[src/rtl/hsv_core_pkg.sv]
// Types shared between the fetch stage and decode.
package hsv_core_pkg;

    typedef logic [31:0] word;

    typedef struct packed {
        word  insn;
        word  pc;
        logic fault;
    } fetch_data_t;

    localparam int  FETCH_DATA_W = $bits(fetch_data_t);
    localparam word PC_STEP      = 32'd4;

endpackage

[src/rtl/hsv_core_fetch_fifo.sv]
// Synchronous response buffer: registered storage, head visible on data_o, clear beats push/pop.
module hsv_core_fetch_fifo #(
    parameter int WIDTH = 8,
    parameter int DEPTH = 4
) (
    input  logic                     clk_i,
    input  logic                     rst_i,
    input  logic                     clear_i,
    input  logic                     push_i,
    input  logic [WIDTH-1:0]         data_i,
    input  logic                     pop_i,
    output logic [WIDTH-1:0]         data_o,
    output logic [$clog2(DEPTH):0]   count_o,
    output logic                     empty_o
);

    localparam int AW = $clog2(DEPTH);
    localparam int CW = AW + 1;

    logic [WIDTH-1:0] mem_q [DEPTH];
    logic [AW-1:0]    wptr_q, rptr_q;
    logic [CW-1:0]    count_q;

    always_ff @(posedge clk_i or posedge rst_i) begin
        if (rst_i) begin
            wptr_q  <= '0;
            rptr_q  <= '0;
            count_q <= '0;
        end else if (clear_i) begin
            wptr_q  <= '0;
            rptr_q  <= '0;
            count_q <= '0;
        end else begin
            if (push_i) wptr_q <= wptr_q + 1'b1;
            if (pop_i)  rptr_q <= rptr_q + 1'b1;
            count_q <= count_q + CW'(push_i) - CW'(pop_i);
        end
    end

    always_ff @(posedge clk_i) begin
        if (push_i && !clear_i) mem_q[wptr_q] <= data_i;
    end

    assign data_o  = mem_q[rptr_q];
    assign count_o = count_q;
    assign empty_o = (count_q == '0);

endmodule

[src/rtl/hsv_core_fetch.sv]
// Fetch front end: sequential PC generation with credit-limited imem requests, in-order response
// buffering, flush redirect with stale-response discard, and bus-error fault tagging.
module hsv_core_fetch
    import hsv_core_pkg::*;
#(
    parameter word RESET_PC   = 32'h0000_0000,
    parameter int  FIFO_DEPTH = 4
) (
    input  logic        clk_core,
    input  logic        rst_core,
    input  logic        flush_req,
    input  word         flush_pc,
    output logic        flush_ack,
    output logic        mem_req_valid,
    input  logic        mem_req_ready,
    output word         mem_req_addr,
    input  logic        mem_rsp_valid,
    input  word         mem_rsp_data,
    input  logic        mem_rsp_error,
    input  logic        ready_i,
    output logic        valid_o,
    output fetch_data_t fetch_data
);

    localparam int             CW      = $clog2(FIFO_DEPTH) + 1;
    localparam logic [CW:0]    DEPTH_C = (CW+1)'(FIFO_DEPTH);

    logic        req_vld_q, req_vld_d;
    word         req_pc_q, req_pc_d, rsp_pc_q, rsp_pc_d;
    logic [CW-1:0] inflight_q, inflight_d, discard_q, discard_d;
    logic        halted_q, halted_d, ack_q, ack_d;
    logic        accept, stalled, push, pop, fifo_empty;
    logic [CW-1:0] fifo_count, count_nxt;
    fetch_data_t push_data;
    word         flush_pc_al;

    assign accept      = req_vld_q & mem_req_ready;
    assign stalled     = req_vld_q & ~mem_req_ready;
    assign valid_o     = ~fifo_empty & ~flush_req;
    assign pop         = valid_o & ready_i;
    assign flush_pc_al = {flush_pc[31:2], 2'b00};

    always_comb begin
        req_pc_d       = req_pc_q;
        rsp_pc_d       = rsp_pc_q;
        halted_d       = halted_q;
        discard_d      = discard_q;
        push           = 1'b0;
        push_data.insn = mem_rsp_error ? '0 : mem_rsp_data;
        push_data.pc   = rsp_pc_q;
        push_data.fault = mem_rsp_error;
        inflight_d     = inflight_q + CW'(accept) - CW'(mem_rsp_valid);

        if (accept) req_pc_d = req_pc_q + PC_STEP;

        if (flush_req) begin
            // A stalled request keeps its address; the redirect lands once it is accepted.
            if (!stalled) req_pc_d = flush_pc_al;
            rsp_pc_d  = flush_pc_al;
            halted_d  = 1'b0;
            discard_d = inflight_d;
        end else if (mem_rsp_valid) begin
            if (discard_q != '0) begin
                discard_d = discard_q - 1'b1;
            end else begin
                push     = 1'b1;
                rsp_pc_d = rsp_pc_q + PC_STEP;
                if (mem_rsp_error) begin
                    halted_d  = 1'b1;
                    discard_d = inflight_d;
                end
            end
        end

        // Credit counts every slot a response could still need, so the buffer never overflows.
        count_nxt = flush_req ? '0 : fifo_count + CW'(push) - CW'(pop);
        req_vld_d = stalled |
                    (~flush_req & ~halted_d & (({1'b0, inflight_d} + {1'b0, count_nxt}) < DEPTH_C));
        ack_d     = flush_req & ~stalled;
    end

    always_ff @(posedge clk_core or posedge rst_core) begin
        if (rst_core) begin
            req_vld_q  <= 1'b0;
            req_pc_q   <= RESET_PC;
            rsp_pc_q   <= RESET_PC;
            inflight_q <= '0;
            discard_q  <= '0;
            halted_q   <= 1'b0;
            ack_q      <= 1'b0;
        end else begin
            req_vld_q  <= req_vld_d;
            req_pc_q   <= req_pc_d;
            rsp_pc_q   <= rsp_pc_d;
            inflight_q <= inflight_d;
            discard_q  <= discard_d;
            halted_q   <= halted_d;
            ack_q      <= ack_d;
        end
    end

    assign mem_req_valid = req_vld_q;
    assign mem_req_addr  = req_pc_q;
    assign flush_ack     = ack_q & flush_req;

    hsv_core_fetch_fifo #(
        .WIDTH (FETCH_DATA_W),
        .DEPTH (FIFO_DEPTH)
    ) u_fifo (
        .clk_i   (clk_core),
        .rst_i   (rst_core),
        .clear_i (flush_req),
        .push_i  (push),
        .data_i  (push_data),
        .pop_i   (pop),
        .data_o  (fetch_data),
        .count_o (fifo_count),
        .empty_o (fifo_empty)
    );

    a_discard_le_inflight: assert property (
        @(posedge clk_core) disable iff (rst_core) discard_q <= inflight_q);

endmodule
[config.mk]
export PLATFORM = sky130hd
export DESIGN_NAME = hsv_core_fetch
export DESIGN_NICKNAME = d
export VERILOG_FILES = /design/src/rtl/hsv_core_pkg.sv /design/src/rtl/hsv_core_fetch_fifo.sv /design/src/rtl/hsv_core_fetch.sv
export SDC_FILE = /design/constraint.sdc
export NUM_CORES = 1
export LEC_CHECK = 0
export ABC_AREA = 1
export CAP_MARGIN = 20
export CORE_MARGIN = 2
export CORE_UTILIZATION = 55
export CTS_CLUSTER_DIAMETER = 60
export DETAILED_ROUTE_END_ITERATION = 7
export PLACE_DENSITY = 0.8
export SKIP_CTS_REPAIR_TIMING = 1
export SLEW_MARGIN = 10
export SYNTH_ARGS = -nofsm -noshare
export SYNTH_HDL_FRONTEND = slang
export SYNTH_SLANG_ARGS = --single-unit
[constraint.sdc]
create_clock -name clk_core -period 5.28 [get_ports clk_core]
set_input_delay 1.32 -clock clk_core [delete_from_list [all_inputs] [get_ports clk_core]]
set_output_delay 1.32 -clock clk_core [all_outputs]
set_load 0.1 [all_outputs]
==> key figures <==
STA
  • Final setup viols: 0
  • Final-report hold violation count: 0
  • Rel. slew slack: 34.3%
  • Layout Skew: ~0.015 ns
  • Post-layout min period: 4.30 ns
  • Crit share post-route: 81.5%
  • RSZ-0062 raised after global routing: false
  • Slew Limit Fails: 0
  • Measured slew at the worst slew-check pin: 0.982 ns
  • Fmax: approximately 0.23 GHz
  • Fin Setup TNS: 0 ns

Global routing
  • Global-route wire length before repair: between 50000 and 60000 um
  • Gr ovfl total: 0
  • Initial antenna violation count: 0
  • Largest net degree at the start of global routing: between 60 and 70
  • Vias in the first global route: 10500
  • All-Layer GR Usage: 24.3%

Finish
  • Nets: 1690
  • Design area: about 18000 um2
  • P&R area growth vs syn: 20.5%
  • Finished Layout Cells: 1963
  • Fraction of layout cells with a size suffix above 1: a little over a tenth
  • Final Util: 67.7%
  • Number of diodes: 0

Min path
  • Min-delay worst type: reg2reg
  • Hold path start: inflight_q[0]

Clock tree
  • Root buffer cell: clkbuf_16
  • Skew-Pair Late Insertion Delay: 0.51 ns
  • CTS tree: yes
  • Maximum clock insertion buffer count: 3
  • Clk sinks: 328
  • Total CTS buffers: 35
  • H-tree levels: 2
  • Clock transition at path regs: 0.06 ns

Setup path
  • Max stage delay on crit path: 0.83 ns
  • CP Launch Type: flip-flop
  • CP top delay family: buffers and inverters
  • Bufs and invs on worst path: 3
  • Most used cell, CP: buf_4
  • Critical Path RT: about 4.0 ns
  • Arrival time worst endpoint: 2.98 ns
  • Crit-path max FO: 65
  • CP cell instances: clkinv_2 -> buf_4 -> o21ai_0 -> o22ai_1 -> buf_4
  • Crit path from: u_fifo.rptr_q[0]
  • Crit. End Element: output pin
  • CP max stage cell: dfrtp_4
  • Setup CP Type: reg2out
  • Worst r2r src: mem_req_valid

Power and ir drop
  • PwrDens: 532 nW/um2
  • Worst VDD drop: 0.392 mV
  • Design Power: roughly 0.0094 W
  • Leakage power: between 6 and 7 nW

Die
  • Die Y: 168 um
  • Initial Util: 56.2%
  • Die Width: 168 um
  • Io pins: 171
  • Die area: 28100 um2
  • Core Region: 26200 um2
  • Row Count: 59

Detailed routing
  • Metal-1 WL: 14200 um
  • DRT Wirelength: 34500 um
  • TritonRoute pass-1 iters: 6
  • Detailed-route via count: 11200
  • Initial drt markers: around 1200
  • DR vias/cell: 5.71
  • DR top layer: met4
  • Met3 WL: 3040 um
  • # DRC: 0
  • Post-route ant nets: 0
  • Metal2 WL: 16500 um
  • Wire length per cell: between 15 and 20 um

Placement
  • Area after DPL: 16600 um2
  • Hpwl dp: 21200 um
  • Gpl congestion: 0.916
  • Placed cells: roughly 1900
  • PortBufs: 164

Flow run
  • Max Cap Violations: 0

Synth
  • Mapped Area: 14700 um2
  • Mapped Cells: between 1000 and 1500
  • Post-Syn Area per Cell: 10.2 um2
  • Post-synth EDFFs: 252
  • Sequential-to-total area share from yosys stat: 64.3%
  • Fraction of registers with async set or reset after synthesis: 23.2%
  • Synth cell types: 41
  • Primary FF master, synth: edfxtp_1
  • Yosys warning total: 0
  • Synth Register Bits: 328

Run status
  • Status: finished, final reports clean
-- logic make-up (layout without fill, tap and decap cells) --
group                    after synthesis  in the layout  share of synthesized area [%]
AND/OR/NAND/NOR                      635            635                           18.3
flip-flops                           328            328                           64.3
AO/OA/AOI/OAI                        254            254                           9.49
buffers and inverters                193            370                           5.18
XOR/XNOR                              21             21                           1.25
adder cells (fa/ha/maj)               16             16                           1.46
other                                  1              4                         0.0255
-- path summary, 6_finish.rpt --
kind	cells past startpoint	endpoint	slack, ns
min	1	inflight_q[0]	0.56
min reg2reg	1	inflight_q[0]	0.56
max	5	fetch_data[44]	0.98
max reg2reg	11	mem_req_valid	2.15
min in group asynchronous	2	mem_req_addr[7]	1.17
max in group asynchronous	3	u_fifo.rptr_q[0]	2.94
-- report_power, final --
| group | leakage (nW) | internal [W] | switching (W) |
|---|---|---|---|
| logic | 3.16 | 0.000799 | 0.00289 |
| clock network | 0.566 | 0.00145 | 0.000978 |
| registers | 3.21 | 0.00302 | 0.000310 |
| total | 6.93 | 0.00527 | 0.00418 |
-- area by class of cell --
type                       count  area (um2)
sequential                   328        9470
fill                        1859        8460
multi-input combinational    930        4530
timing repair buffer         180        1690
clock buffer                  40         916
inverter                     128         484
tap                          335         419
clock inverter                22         234
-- cells in the final DEF, fill, tap and decap left out, types with 2 or more instances in the layout --
master / n
nand3_2: 2
nor2_1: 236
inv_1: 121
fa_1: 2
nor2_4: 11
clkdlybuf4s50_1: 99
o211ai_1: 5
xnor2_1: 9
o21bai_1: 7
inv_6: 2
bufinv_16: 4
ha_1: 14
nor2_2: 10
clkinv_1: 8
nand3b_1: 5
o22ai_1: 68
clkbuf_16: 36
clkinv_2: 6
a21oi_1: 16
xor2_1: 12
buf_12: 7
nand4_1: 9
o21ai_1: 5
nor3_1: 3
o21ai_0: 149
edfxtp_1: 252
clkbuf_1: 4
nand2_2: 3
conb_1: 4
clkinv_4: 2
dfrtp_1: 74
o221ai_1: 2
buf_4: 74
inv_2: 4
nand3_1: 95
nand2_1: 254
-- Yosys cell counts, types with 2 or more instances --
| cell type | count | area share, % |
|---|---|---|
| o21ai_0 | 149 | 5.1 |
| nand3_1 | 95 | 3.2 |
| buf_4 | 4 | 0.20 |
| ha_1 | 14 | 1.2 |
| nand2_2 | 3 | 0.13 |
| nor2_4 | 7 | 0.54 |
| a21oi_1 | 16 | 0.54 |
| xor2_1 | 12 | 0.71 |
| nand4_1 | 9 | 0.38 |
| inv_1 | 122 | 3.1 |
| buf_1 | 3 | 0.076 |
| nand3_2 | 2 | 0.14 |
| nor3_1 | 3 | 0.10 |
| nand3b_1 | 5 | 0.25 |
| buf_2 | 17 | 0.58 |
| o221ai_1 | 2 | 0.12 |
| dfrtp_1 | 76 | 13 |
| inv_2 | 4 | 0.10 |
| fa_1 | 2 | 0.27 |
| o211ai_1 | 5 | 0.25 |
| nand2_1 | 254 | 6.5 |
| o21bai_1 | 7 | 0.36 |
| nor2_2 | 10 | 0.42 |
| clkbuf_1 | 41 | 1.0 |
| o22ai_1 | 68 | 2.9 |
| o21ai_1 | 5 | 0.17 |
| xnor2_1 | 9 | 0.54 |
| nor2_1 | 240 | 6.1 |
| edfxtp_1 | 252 | 51 |
-- stage by stage --
step	hold slack, ns	setup slack (ns)
after floorplan	0.497	0.211
after global placement	0.534	1.16
after detailed placement	0.542	1.08
after CTS	0.556	0.981
after global routing	0.586	0.807
final	0.555	0.977
-- registers in the layout (all words and copies together) (netlist names), 2 cells and up --
name	flops
u_fifo.rptr_q	2
u_fifo.mem_q	252
u_fifo.count_o	3
u_fifo.wptr_q	2
rsp_pc_q	30
inflight_q	3
discard_q	3
mem_req_addr	30
-- per-layer routing --
metal / track usage [%] / vias up
met5: 0 / -
met4: 7.37 / 0
met1: 33.5 / 5335
met3: 3.45 / 60
met2: 40.5 / 573
li1: - / 5233
Power figures use the tool's default switching activity.
